**src/rtl/avr_serial_pkg.sv**
```systemverilog
`default_nettype none
// ============================================================================
// avr_serial_pkg : shared FSM state, baud divider helper and 8N1 constants
// Rev 1.0
// ============================================================================
package avr_serial_pkg;

    typedef enum logic [1:0] {
        IDLE  = 2'd0,
        START = 2'd1,
        DATA  = 2'd2,
        STOP  = 2'd3
    } tx_state_t;

    localparam logic START_BIT = 1'b0;
    localparam logic STOP_BIT  = 1'b1;
    localparam int   DATA_BITS = 8;

    function automatic int clks_per_bit(input int clk_rate, input int baud);
        return clk_rate / baud;
    endfunction

endpackage
`default_nettype wire

```
**src/rtl/serial_tx_fifo.sv**
```systemverilog
`default_nettype none
// ============================================================================
// serial_tx_fifo : single-clock FIFO, registered full/empty, writes dropped when full
// Rev 1.0
// ============================================================================
module serial_tx_fifo #(
    parameter int DEPTH = 16,
    parameter int WIDTH = 8
) (
    input  logic             clk,
    input  logic             rst,
    input  logic             i_wr_en,
    input  logic [WIDTH-1:0] i_din,
    input  logic             i_rd_en,
    output logic [WIDTH-1:0] o_dout,
    output logic             o_full,
    output logic             o_empty
);

    localparam int AW = $clog2(DEPTH);
    localparam logic [AW:0] c_DEPTH = (AW + 1)'(DEPTH);

    if (DEPTH < 2 || (DEPTH & (DEPTH - 1)) != 0) begin : g_bad_depth
        $error("serial_tx_fifo: DEPTH must be a power of two and at least 2");
    end

    logic [WIDTH-1:0] r_mem [DEPTH];
    logic [AW-1:0]    r_wptr;
    logic [AW-1:0]    r_rptr;
    logic [AW:0]      r_count;
    logic             r_full;
    logic             r_empty;
    logic             w_wr;
    logic             w_rd;
    logic [AW:0]      w_count_nxt;

    assign w_wr = i_wr_en && !r_full;
    assign w_rd = i_rd_en && !r_empty;

    always_comb begin
        w_count_nxt = r_count;
        if (w_wr && !w_rd) begin
            w_count_nxt = r_count + 1'b1;
        end else if (!w_wr && w_rd) begin
            w_count_nxt = r_count - 1'b1;
        end
    end

    always_ff @(posedge clk) begin
        if (rst) begin
            r_wptr  <= '0;
            r_rptr  <= '0;
            r_count <= '0;
            r_full  <= 1'b0;
            r_empty <= 1'b1;
        end else begin
            if (w_wr) r_wptr <= r_wptr + 1'b1;
            if (w_rd) r_rptr <= r_rptr + 1'b1;
            r_count <= w_count_nxt;
            r_full  <= (w_count_nxt == c_DEPTH);
            r_empty <= (w_count_nxt == '0);
        end
    end

    always_ff @(posedge clk) begin
        if (w_wr) r_mem[r_wptr] <= i_din;
    end

    // First-word fall-through: head is visible while the FIFO is non-empty
    assign o_dout  = r_mem[r_rptr];
    assign o_full  = r_full;
    assign o_empty = r_empty;

endmodule
`default_nettype wire

```
**src/rtl/avr_serial_tx.sv**
```systemverilog
`default_nettype none
// ============================================================================
// avr_serial_tx : 8N1 UART transmitter to the AVR with input FIFO and busy flow control
// Rev 1.0
// ============================================================================
module avr_serial_tx
    import avr_serial_pkg::*;
#(
    parameter int CLK_RATE   = 50000000,
    parameter int BAUD       = 500000,
    parameter int FIFO_DEPTH = 16
) (
    input  logic       clk,
    input  logic       rst,
    input  logic [7:0] din,
    input  logic       wr_en,
    output logic       full,
    input  logic       avr_rx_busy,
    output logic       tx,
    output logic       busy
);

    localparam int CLKS_PER_BIT = clks_per_bit(CLK_RATE, BAUD);
    localparam int CW           = $clog2(CLKS_PER_BIT);
    localparam logic [CW-1:0] c_CNT_MAX  = CW'(CLKS_PER_BIT - 1);
    localparam logic [2:0]    c_LAST_BIT = 3'(DATA_BITS - 1);

    if ((CLK_RATE % BAUD) != 0 || CLKS_PER_BIT < 2) begin : g_bad_baud
        $error("avr_serial_tx: CLK_RATE/BAUD must be an integer of at least 2");
    end

    logic          r_sync1;
    logic          r_busy_s;
    tx_state_t     r_state;
    logic [CW-1:0] r_cnt;
    logic [2:0]    r_bit_idx;
    logic [7:0]    r_shift;
    logic          r_tx;
    logic          r_in_frame;
    logic          r_busy;
    logic [7:0]    w_fifo_dout;
    logic          w_fifo_empty;
    logic          w_fifo_full;
    logic          w_pop;
    logic          w_bit_end;

    serial_tx_fifo #(
        .DEPTH (FIFO_DEPTH),
        .WIDTH (8)
    ) u_fifo (
        .clk     (clk),
        .rst     (rst),
        .i_wr_en (wr_en),
        .i_din   (din),
        .i_rd_en (w_pop),
        .o_dout  (w_fifo_dout),
        .o_full  (w_fifo_full),
        .o_empty (w_fifo_empty)
    );

    always_ff @(posedge clk) begin
        if (rst) begin
            r_sync1  <= 1'b0;
            r_busy_s <= 1'b0;
        end else begin
            r_sync1  <= avr_rx_busy;
            r_busy_s <= r_sync1;
        end
    end

    assign w_pop     = (r_state == IDLE) && !w_fifo_empty && !r_busy_s;
    assign w_bit_end = (r_cnt == c_CNT_MAX);

    // tx is driven from the state one cycle behind, so r_in_frame tracks the line, not the FSM
    always_ff @(posedge clk) begin
        if (rst) begin
            r_state    <= IDLE;
            r_cnt      <= '0;
            r_bit_idx  <= '0;
            r_shift    <= '0;
            r_tx       <= STOP_BIT;
            r_in_frame <= 1'b0;
            r_busy     <= 1'b0;
        end else begin
            r_in_frame <= (r_state != IDLE);
            r_busy     <= (r_state != IDLE) || r_in_frame || !w_fifo_empty;
            case (r_state)
                IDLE: begin
                    r_tx  <= STOP_BIT;
                    r_cnt <= '0;
                    if (w_pop) begin
                        r_shift <= w_fifo_dout;
                        r_state <= START;
                    end
                end
                START: begin
                    r_tx <= START_BIT;
                    if (w_bit_end) begin
                        r_cnt     <= '0;
                        r_bit_idx <= '0;
                        r_state   <= DATA;
                    end else begin
                        r_cnt <= r_cnt + 1'b1;
                    end
                end
                DATA: begin
                    r_tx <= r_shift[0];
                    if (w_bit_end) begin
                        r_cnt     <= '0;
                        r_shift   <= {1'b0, r_shift[7:1]};
                        r_bit_idx <= r_bit_idx + 1'b1;
                        if (r_bit_idx == c_LAST_BIT) r_state <= STOP;
                    end else begin
                        r_cnt <= r_cnt + 1'b1;
                    end
                end
                STOP: begin
                    r_tx <= STOP_BIT;
                    if (w_bit_end) begin
                        r_cnt   <= '0;
                        r_state <= IDLE;
                    end else begin
                        r_cnt <= r_cnt + 1'b1;
                    end
                end
                default: r_state <= IDLE;
            endcase
        end
    end

    assign tx   = r_tx;
    assign busy = r_busy;
    assign full = w_fifo_full;

endmodule
`default_nettype wire

```
**config.mk**
```make
export PLATFORM = sky130hd
export DESIGN_NAME = avr_serial_tx
export DESIGN_NICKNAME = d
export VERILOG_FILES = /design/src/rtl/avr_serial_pkg.sv /design/src/rtl/serial_tx_fifo.sv /design/src/rtl/avr_serial_tx.sv
export SDC_FILE = /design/constraint.sdc
export NUM_CORES = 1
export LEC_CHECK = 0
export BUFFER_PORTS_ARGS = -buffer_cell sky130_fd_sc_hd__buf_2
export CORE_MARGIN = 1
export CORE_UTILIZATION = 48
export CTS_CLUSTER_SIZE = 12
export DETAILED_ROUTE_END_ITERATION = 12
export PLACE_DENSITY = 0.71
export SYNTH_ARGS = -nofsm -noshare
export SYNTH_HDL_FRONTEND = slang
export SYNTH_HIERARCHICAL = 1
export SYNTH_SLANG_ARGS = --single-unit
```
**constraint.sdc**
```tcl
create_clock -name clk -period 2.6 [get_ports clk]
set_input_delay 0.26 -clock clk [delete_from_list [all_inputs] [get_ports clk]]
set_output_delay 0.26 -clock clk [all_outputs]
set_load 0.05 [all_outputs]
```
==> flow_summary.yaml <==
clock_network:
  cts.sinks: 172
  postCtsHoldBufs: 0
  cts_buffers: 17
  post_cts_buffers: 0
  clkLatencyLatePin_ps: 420
  cts_buffer_depth: 2
  cts_tree: "yes"
  htree_levels: 4
  ctsRootBufferMaster: "clkbuf_16"
  clk_pin_slew_worst_paths_ps: 70
die:
  start_util_pct: 49.8
  die_h_um: 123
  core_um2: 14100
  ios: 15
  die_area_um2: 15100
  die_width_um: 123
  rows: 43
place:
  dpl.hpwl_mm: 7.94
  gp_congestion: 0.806
  port_buffers: 14
  place_inst: 614
sta:
  max_slew_margin_pct: 33.1
  rsz0062_at_grt: "false"
  layout_min_cycle_time_ps: 2370
  fin_crit_sh_pct: 91.3
  hold_viol_final: 0
  timing.fmax_mhz: 421
  fin_setup_tns_ps: 0
  setup_violations: 0
  tightest_slew_ps: 1000
  fin_worst_skew_ps: 16.7
  final_max_slew_viol_count: 0
synth:
  seq_area_frac_synth_pct: 67.3
  async_reset_ff_share_pct: 0
  yosys.area.top_type: "edfxtp_1"
  synth-edff-count: 128
  syn-num-nets: 447
  synth.ff_latch_count: 172
  synth_area_um2: 7020
  netlist.area_leader.share_pct: 54.8
  avgSynthCellArea_um2: 16.7
  ys_top_cells_by_count: "128 x edfxtp_1, 44 x dfxtp_1, 36 x nor2_1"
  yosys_warnings: 6
  syn_inst: 420
  synthTopCellsByArea: "edfxtp_1 55%, dfxtp_1 13%, mux4_2 9.3%, mux4_1 4.1%, ha_1 2.7%"
  synth_top_flop_cell: "edfxtp_1"
  synth_cell_type_count: 44
  yosysMostFrequentCell: "edfxtp_1"
final_layout:
  areaGrowthSynthToFinish_pct: 12.9
  antenna_cells: 0
  finalNetCount: 480
  fin_util_pct: 56.2
  drive_gt1_share_pct: 21.7
  fillCellCount: 1078
  stdcell_count: 646
setup_path:
  crit_chain: "inv_1 > ha_1 > nor3b_2 > nand2b_1 > and3_1 > nor4_2 > o31a_1 > nor4bb_1"
  slowest_stage: "nor4_2"
  crit_arrival_ps: 2690
  cp-end-kind: "register"
  cp.depth: 8
  r2r_end: "u_fifo/o_full"
  timing.rr.start: "r_state[0]"
  cpPeakStageDelay_ps: 350
  rr_worst_depth: 8
  rrSetupSlack_ps: 230
  crit_family: "simple AND/OR/NAND/NOR gates"
  cp.required_ps: 2920
  path_class: "register to register"
  cp_num_buf_inv: 1
  worstSetupStartpointType: "register"
  cp_max_fo: 7
detailed_routing:
  wl_per_cell_um: 19.4
  via_count: 3584
  ant_nets: 0
  finalWirelength_mm: 12.5
  dr.pass1.iters: 4
  first_iter_violations: 239
  viasPerCell: 5.55
  route.detailed.drc: 0
grt:
  grt_antenna_before_repair: 0
  grt_overflow: 0
  grt_max_degree: 38
  grt_pass1_wl_mm: 20.1
  grt_pass1_vias: 3740
  grt_usage_pct: 18.7
min_path:
  min_to: "r_sync1"
  whs_path_depth: 2
  hold_path.class: "input pin to register"
  hp-start: "avr_rx_busy"
pwr:
  p_leak_nw: 2.63
  p_total_mw: 6.81
  powerDensity_nw_per_um2: 859
  ir_drop_mv: 0.856
outcome:
  status: "complete, no violations"
run:
  cap_violations: 0
==> logic make-up after synthesis <==
| group | after synthesis | share of synthesized area (%) |
|---|---|---|
| flip-flops | 172 | 67.3 |
| AND/OR/NAND/NOR | 97 | 7.08 |
| multiplexers | 48 | 14.6 |
| AO/OA/AOI/OAI | 43 | 4.05 |
| buffers and inverters | 32 | 2.69 |
| adder cells (fa/ha/maj) | 15 | 2.67 |
| XOR/XNOR | 13 | 1.62 |
==> area by class of cell <==
class	count	area [um^2]	share of cell area, %
clock inverter	13	133	1.67
inverter	11	41.3	0.521
sequential	172	4730	59.7
multi-input combinational	216	2110	26.6
clock buffer	19	433	5.47
timing repair buffer	35	253	3.19
tap	180	225	2.84
==> sequential cells by signal, summed over array words and instances (netlist names), named ones only <==
register and flops:
u_fifo/r_count 5, tx 1, r_sync1 1, u_fifo/o_empty 1, r_in_frame 1, r_busy_s 1
r_bit_idx 3, u_fifo/r_mem 128, u_fifo/o_full 1, r_cnt 7, u_fifo/r_wptr 4, r_state 2
busy 1, u_fifo/r_rptr 4, r_shift 8
==> power by group <==
group,internal [mW],switching (mW)
logic,0.522,0.640
clock network,1.35,1.07
registers,3.12,0.107
==> cell usage in the layout (no fill, tap or decap), types with 9 or more instances in the layout <==
master,count
dfxtp_1,43
edfxtp_1,128
nor3_1,9
buf_4,19
inv_1,11
nor2_1,36
clkbuf_16,17
nand2_1,13
ha_1,15
mux4_1,11
nand3_1,9
buf_2,14
a21oi_1,17
mux4_2,29
==> how the worst max path moves through the flow <==
stage | startpoint | endpoint | slack [ps]
2_1_floorplan | u_fifo/o_full | u_fifo/r_mem[3][0] | 610
3_3_place_gp | r_state[0] | u_fifo/o_full | 420
3_5_place_dp | r_state[0] | u_fifo/o_full | 230
4_1_cts | r_state[0] | u_fifo/o_full | 220
5_1_grt | r_state[0] | r_shift[0] | 5
6_report | r_state[0] | u_fifo/o_full | 230
==> through the flow <==
step	hold WS [ps]	setup slack (ps)	cell area, um^2
6_report	81.5	227	7920
5_1_grt	73.2	5.14	7920
4_1_cts	57.5	220	7920
3_5_place_dp	436	225	7350
3_3_place_gp	427	425	7350
2_1_floorplan	329	606	7020
==> timing repair <==
action | 4_1_cts | 5_1_grt
endpoints found under the setup margin | 0 | 1
gates resized for setup | 0 | 1
endpoints found under the hold margin | 0 | 0
==> metal layers <==
metal / track usage [%] / up-vias / part of all wire (%)
li1: - / 1716 / -
met1: 24.1 / 1780 / 43
met2: 30.5 / 82 / 51
met3: 4.61 / 6 / 5.9
met4: 7.55 / 0 / 0.72
met5: 0 / - / 0
(Power assumes the default switching activity.)
